[src/rtl/mmio_uart_tx_pkg.sv]
// mmio_uart_tx shared definitions
// register offsets, status bits, tx states
package mmio_uart_tx_pkg;

  localparam logic [1:0] OFF_DATA   = 2'd0;
  localparam logic [1:0] OFF_STATUS = 2'd1;
  localparam logic [1:0] OFF_DIV_LO = 2'd2;
  localparam logic [1:0] OFF_DIV_HI = 2'd3;

  localparam int ST_BUSY  = 0;
  localparam int ST_FULL  = 1;
  localparam int ST_EMPTY = 2;
  localparam int ST_OVF   = 3;
  localparam int ST_IRQEN = 7;

  localparam logic [1:0] S_IDLE  = 2'd0;
  localparam logic [1:0] S_START = 2'd1;
  localparam logic [1:0] S_DATA  = 2'd2;
  localparam logic [1:0] S_STOP  = 2'd3;

endpackage

[src/rtl/sync_fifo.sv]
// sync_fifo: single-clock FIFO
// extra pointer MSB tells full from empty
module sync_fifo #(
  parameter int WIDTH = 8,
  parameter int DEPTH = 16
) (
  input  logic             clk_i,
  input  logic             rst_ni,
  input  logic             push_i,
  input  logic [WIDTH-1:0] wdata_i,
  input  logic             pop_i,
  output logic [WIDTH-1:0] rdata_o,
  output logic             full_o,
  output logic             empty_o,
  output logic             drop_o
);

  localparam int AW = $clog2(DEPTH);
  localparam logic [AW:0] ONE = 1;

  logic [WIDTH-1:0] mem_q [DEPTH];
  logic [AW:0]      wptr_q, wptr_d;
  logic [AW:0]      rptr_q, rptr_d;
  logic             do_push, do_pop;

  assign empty_o = (wptr_q == rptr_q);
  assign full_o  = (wptr_q[AW] != rptr_q[AW]) &&
                   (wptr_q[AW-1:0] == rptr_q[AW-1:0]);
  assign do_pop  = pop_i & ~empty_o;
  assign do_push = push_i & (~full_o | do_pop);
  assign drop_o  = push_i & ~do_push;
  assign rdata_o = mem_q[rptr_q[AW-1:0]];
  assign wptr_d  = do_push ? wptr_q + ONE : wptr_q;
  assign rptr_d  = do_pop  ? rptr_q + ONE : rptr_q;

  // storage write; contents need no reset
  always_ff @(posedge clk_i) begin
    if (do_push) mem_q[wptr_q[AW-1:0]] <= wdata_i;
  end

  // pointer update
  always_ff @(posedge clk_i or negedge rst_ni) begin
    if (!rst_ni) begin
      wptr_q <= '0;
      rptr_q <= '0;
    end else begin
      wptr_q <= wptr_d;
      rptr_q <= rptr_d;
    end
  end

endmodule

[src/rtl/mmio_uart_tx.sv]
// mmio_uart_tx: bus-mapped 8N1 transmitter
// FIFO-buffered writes, divisor and status regs
module mmio_uart_tx
  import mmio_uart_tx_pkg::*;
#(
  parameter logic [15:0] BASE_ADDR  = 16'hF200,
  parameter int          FIFO_DEPTH = 16,
  parameter logic [15:0] CLK_DIV    = 16'd16
) (
  input  logic        clock,
  input  logic        reset,
  input  logic [15:0] address,
  input  logic        write_en,
  input  logic [7:0]  data_in,
  output logic [7:0]  data_out,
  output logic        hit,
  output logic        txd,
  output logic        irq
);

  logic [1:0]  off;
  logic        wr, push;
  logic        fifo_pop, fifo_full, fifo_empty, fifo_drop;
  logic [7:0]  fifo_rdata;
  logic [15:0] div_q, div_eff, reload;
  logic        ovf_q, irq_en_q, irq_q, txd_q;
  logic [1:0]  state_q, state_d;
  logic [15:0] baud_q, baud_d;
  logic [2:0]  bit_idx_q, bit_idx_d;
  logic [7:0]  shift_q, shift_d;
  logic        busy, bit_end;
  logic [7:0]  status;

  assign hit     = (address[15:2] == BASE_ADDR[15:2]);
  assign off     = address[1:0];
  assign wr      = hit & write_en;
  assign push    = wr & (off == OFF_DATA);
  assign busy    = (state_q != S_IDLE);
  assign div_eff = (div_q == 16'd0) ? 16'd1 : div_q;
  assign reload  = div_eff - 16'd1;
  assign bit_end = (baud_q == 16'd0);
  assign fifo_pop = (state_q == S_IDLE) & ~fifo_empty;
  assign txd     = txd_q;
  assign irq     = irq_q;

  sync_fifo #(
    .WIDTH (8),
    .DEPTH (FIFO_DEPTH)
  ) u_fifo (
    .clk_i   (clock),
    .rst_ni  (reset),
    .push_i  (push),
    .wdata_i (data_in),
    .pop_i   (fifo_pop),
    .rdata_o (fifo_rdata),
    .full_o  (fifo_full),
    .empty_o (fifo_empty),
    .drop_o  (fifo_drop)
  );

  // status byte and read mux
  always_comb begin
    status           = '0;
    status[ST_BUSY]  = busy;
    status[ST_FULL]  = fifo_full;
    status[ST_EMPTY] = fifo_empty;
    status[ST_OVF]   = ovf_q;
    status[ST_IRQEN] = irq_en_q;
    data_out = 8'h00;
    if (hit) begin
      unique case (off)
        OFF_DATA:   data_out = 8'h00;
        OFF_STATUS: data_out = status;
        OFF_DIV_LO: data_out = div_q[7:0];
        OFF_DIV_HI: data_out = div_q[15:8];
        default:    data_out = 8'h00;
      endcase
    end
  end

  // register file writes and sticky overflow
  always_ff @(posedge clock or negedge reset) begin
    if (!reset) begin
      div_q    <= CLK_DIV;
      ovf_q    <= 1'b0;
      irq_en_q <= 1'b0;
    end else begin
      if (fifo_drop) ovf_q <= 1'b1;
      if (wr) begin
        unique case (off)
          OFF_STATUS: begin
            if (data_in[ST_OVF]) ovf_q <= 1'b0;
            irq_en_q <= data_in[ST_IRQEN];
          end
          OFF_DIV_LO: div_q[7:0]  <= data_in;
          OFF_DIV_HI: div_q[15:8] <= data_in;
          default: ;
        endcase
      end
    end
  end

  // tx FSM next state; divisor sampled only on reload
  always_comb begin
    state_d   = state_q;
    baud_d    = baud_q;
    bit_idx_d = bit_idx_q;
    shift_d   = shift_q;
    unique case (state_q)
      S_IDLE: begin
        if (!fifo_empty) begin
          shift_d   = fifo_rdata;
          baud_d    = reload;
          bit_idx_d = 3'd0;
          state_d   = S_START;
        end
      end
      S_START: begin
        if (bit_end) begin
          baud_d  = reload;
          state_d = S_DATA;
        end else begin
          baud_d = baud_q - 16'd1;
        end
      end
      S_DATA: begin
        if (bit_end) begin
          baud_d    = reload;
          shift_d   = {1'b0, shift_q[7:1]};
          bit_idx_d = bit_idx_q + 3'd1;
          if (bit_idx_q == 3'd7) state_d = S_STOP;
        end else begin
          baud_d = baud_q - 16'd1;
        end
      end
      S_STOP: begin
        if (bit_end) state_d = S_IDLE;
        else baud_d = baud_q - 16'd1;
      end
      default: state_d = S_IDLE;
    endcase
  end

  // FSM state, registered line and interrupt
  always_ff @(posedge clock or negedge reset) begin
    if (!reset) begin
      state_q   <= S_IDLE;
      baud_q    <= '0;
      bit_idx_q <= '0;
      shift_q   <= '0;
      txd_q     <= 1'b1;
      irq_q     <= 1'b0;
    end else begin
      state_q   <= state_d;
      baud_q    <= baud_d;
      bit_idx_q <= bit_idx_d;
      shift_q   <= shift_d;
      txd_q     <= (state_q == S_START) ? 1'b0 :
                   (state_q == S_DATA)  ? shift_q[0] : 1'b1;
      irq_q     <= irq_en_q & fifo_empty & ~busy;
    end
  end

endmodule

[config.mk]
export PLATFORM = sky130hd
export DESIGN_NAME = mmio_uart_tx
export DESIGN_NICKNAME = d
export VERILOG_FILES = /design/src/rtl/mmio_uart_tx_pkg.sv /design/src/rtl/sync_fifo.sv /design/src/rtl/mmio_uart_tx.sv
export SDC_FILE = /design/constraint.sdc
export NUM_CORES = 1
export LEC_CHECK = 0
export ABC_AREA = 1
export CORE_AREA = 2 2 126 128
export DETAILED_ROUTE_END_ITERATION = 10
export DIE_AREA = 0 0 128 130
export GPL_TIMING_DRIVEN = 0
export PLACE_DENSITY_LB_ADDON = 0.3
export RECOVER_POWER = 50
export REMOVE_ABC_BUFFERS = 1
export SLEW_MARGIN = 20
export SYNTH_ARGS = -nofsm -noshare
export SYNTH_HDL_FRONTEND = slang
export SYNTH_SLANG_ARGS = --single-unit
[constraint.sdc]
create_clock -name clock -period 2.9 [get_ports clock]
set_input_delay 0.87 -clock clock [delete_from_list [all_inputs] [get_ports clock]]
set_output_delay 0.87 -clock clock [all_outputs]
set_load 0.01 [all_outputs]
==> flow_metrics.py <==
metrics = {
    "status": {
        "status": "completed",
    },
    "place": {
        "place_hpwl_um": 13300,
        "port_buffers": 37,
        "routabilityCongestion": 0.977,
        "dp_cells": 1199,
        "placed_cell_area_um2": 9700,
    },
    "clock_tree": {
        "cts_tree": "built",
        "clkLatencyLatePin_ps": 430,
        "cts_buffer_depth": 2,
        "cts-buffers-inserted": 17,
        "cts.sinks": 187,
        "h-tree-depth": 4,
        "clkTransAtPathRegs_ps": 70,
        "clock-root-buffer": "clkbuf_16",
    },
    "floorplan": {
        "die_h_um": 130,
        "fp.dieW_um": 128,
        "dieArea_um2": 16600,
        "initial_utilization_pct": 59.7,
        "coreArea_um2": 15400,
        "num_io_pins": 38,
        "row_count": 46,
    },
    "detailed_routing": {
        "wire_per_inst_um": 17.1,
        "drt-total-wl_um": 21300,
        "drc_errors": 0,
        "drt_iter0_drc": 725,
        "vias": 7073,
        "dr.pass1.iters": 6,
        "vias_per_cell": 5.68,
        "ant_nets": 0,
    },
    "timing": {
        "post-route-min-period_ps": 2880,
        "max_slew_margin_pct": 19.5,
        "clock_skew_ps": 12.0,
        "drv_slew": 0,
        "final_hold_viol_count": 0,
        "fmax_ghz": 0.348,
        "timing.hold.ws_ps": 480,
        "finalSetupTns_ps": 0,
        "post-route-period-util_pct": 99.1,
        "setup_violations": 0,
        "rsz0062_at_grt": "yes",
        "tightestPinTransition_ps": 1210,
    },
    "min_path": {
        "holdCritStartpoint": "shift_q[1]",
        "min_to": "shift_q[1]",
        "hold_class": "register to register",
        "min_path_cells": 2,
    },
    "finish": {
        "multi_input_area_um2": 3470,
        "seq_area_um2": 5330,
        "postLayoutCoreUtil_pct": 67.3,
        "fillCellCount": 1176,
        "layout_common_cells": "nand2_1, nor2_1, edfxtp_1, o21ai_0, inv_1",
        "fin_cells": 1246,
        "drive_gt1_share_pct": 13.0,
        "nNetsFinal": 1083,
        "postLayoutCellArea_um2": 10400,
        "antenna_cells": 0,
        "final_common_cell": "nand2_1",
        "area_growth_pct": 12.7,
    },
    "worst_setup_path": {
        "ff2ff_setup_slack_ps": 110,
        "critPathKind": "register to output pin",
        "required_ps": 2030,
        "r2r-start": "state_q[0]",
        "ff2ff_path_depth": 8,
        "cp.arrival_ps": 2010,
        "end_kind": "output pin",
        "critPathLaunchType": "register",
        "r2r_end": "u_fifo.mem_q[8][6]",
        "crit_fanout": 7,
    },
    "global_routing": {
        "grt_pass1_vias": 6595,
        "antenna_found_initial": 0,
        "grt_usage_pct": 26.9,
        "grt_pass1_wl_um": 33900,
        "grt_max_degree": 66,
        "overflow": 0,
    },
    "yosys": {
        "yosysUniqueCellTypes": 39,
        "avgSynthCellArea_um2": 9.19,
        "syn_area_um2": 9210,
        "yosysTopAreaCell": "edfxtp_1",
        "synth_top_area_share_pct": 41.7,
        "ys_seq_area_share_pct": 57.8,
        "yosysWarnings": 0,
        "synth_area_leaders": "edfxtp_1, dfrtp_1, nand2_1",
        "syn_inst": 1002,
        "synth.ff_latch_count": 187,
    },
    "power_and_ir_drop": {
        "power.density_nw_per_um2": 882,
        "power_leakage_nw": 4.36,
        "vdd_ir_drop_max_mv": 0.485,
    },
    "flow_run": {
        "cap_violations": 0,
    },
}
-- what timing repair did --
action	CTS	global route
pin swaps	12	12
endpoints found under the setup margin	137	121
hold endpoints to repair	0	0
gates resized for setup	74	37
hold buffers	0	0
cloned	1	0
setup buffers	9	7
-- final cells by class --
| cell class | count | area share (%) |
|---|---|---|
| Inverter | 83 | 3.05 |
| Timing Repair inverter | 1 | 0.0482 |
| Clock buffer | 17 | 4.10 |
| Clock inverter | 13 | 1.12 |
| Sequential cell | 187 | 51.4 |
| Timing Repair Buffer | 56 | 4.50 |
| Multi-Input combinational cell | 697 | 33.5 |
| Tap cell | 192 | 2.32 |
-- metal layers --
| metal | wire [µm] | GRT usage (%) | vias up |
|---|---|---|---|
| met5 | 0 | 0 | - |
| met4 | 406 | 9.31 | 0 |
| li1 | - | - | 3429 |
| met1 | 8900 | 37.8 | 3276 |
| met2 | 10200 | 43.0 | 333 |
| met3 | 1830 | 4.67 | 35 |
-- stage by stage --
stage,power (mW),setup WS (ps)
2_1_floorplan,5.70,66.9
3_3_place_gp,6.58,-1190
3_5_place_dp,6.75,-796
4_1_cts,9.02,-5.39
5_1_grt,9.73,-69.8
6_report,9.15,24.7
-- logic make-up after synthesis --
| group | count (synthesis) | synth area share (%) |
|---|---|---|
| AND/OR/NAND/NOR | 504 | 23.3 |
| AO/OA/AOI/OAI | 154 | 9.17 |
| buffers and inverters | 118 | 5.48 |
| XOR/XNOR | 26 | 2.47 |
| adder cells (fa/ha/maj) | 13 | 1.77 |
| flip-flops | 187 | 57.8 |
-- worst max-delay path, stage by stage (launching register included) --
cell     delay [ps]
dfrtp_4         550
xor2_1          200
nor2_2           70
nand3_1         180
inv_1           110
a21oi_1         270
nor2_4           70
buf_6           120
-- flip-flops by register name, summed over array words and instances, names as in the netlist, 2 cells and up --
name,cells
u_fifo.wptr_q,5
shift_q,8
u_fifo.rptr_q,5
baud_q,16
bit_idx_q,3
div_q,16
state_q,2
u_fifo.mem_q,128
-- cells in the mapped netlist, drive strengths merged --
| library cell | count |
|---|---|
| clkbuf | 13 |
| a31oi | 3 |
| nor2 | 182 |
| nor3 | 10 |
| dfstp | 2 |
| edfxtp | 128 |
| clkinv | 2 |
| or2 | 14 |
| inv | 81 |
| dfrtp | 57 |
| xor2 | 22 |
| o31ai | 1 |
| nand2 | 232 |
| a21oi | 14 |
| o22ai | 15 |
| o211ai | 17 |
| buf | 22 |
| o21bai | 1 |
| nand3 | 55 |
| ha | 13 |
| o21ai | 103 |
| xnor2 | 4 |
| nand4 | 9 |
| nor4 | 2 |
-- report_power, final --
group          switching [mW]  leakage [nW]  internal, mW  total [mW]
clock network           0.998         0.266          1.18        2.18
logic                    2.45          2.17          1.23        3.68
registers               0.204          1.92          3.08        3.29
total                    3.65          4.36          5.50        9.15
-- worst max path at each step --
stage | to | slack (ps) | start
2_1_floorplan | data_out[2] | 70 | u_fifo.rptr_q[0]
3_3_place_gp | data_out[2] | -1190 | u_fifo.rptr_q[0]
3_5_place_dp | data_out[7] | -800 | address[13]
4_1_cts | data_out[7] | -5 | address[10]
5_1_grt | u_fifo.mem_q[5][6] | -70 | state_q[1]
6_report | data_out[2] | 20 | u_fifo.rptr_q[0]
No activity file was read; power rests on OpenSTA's default activity.
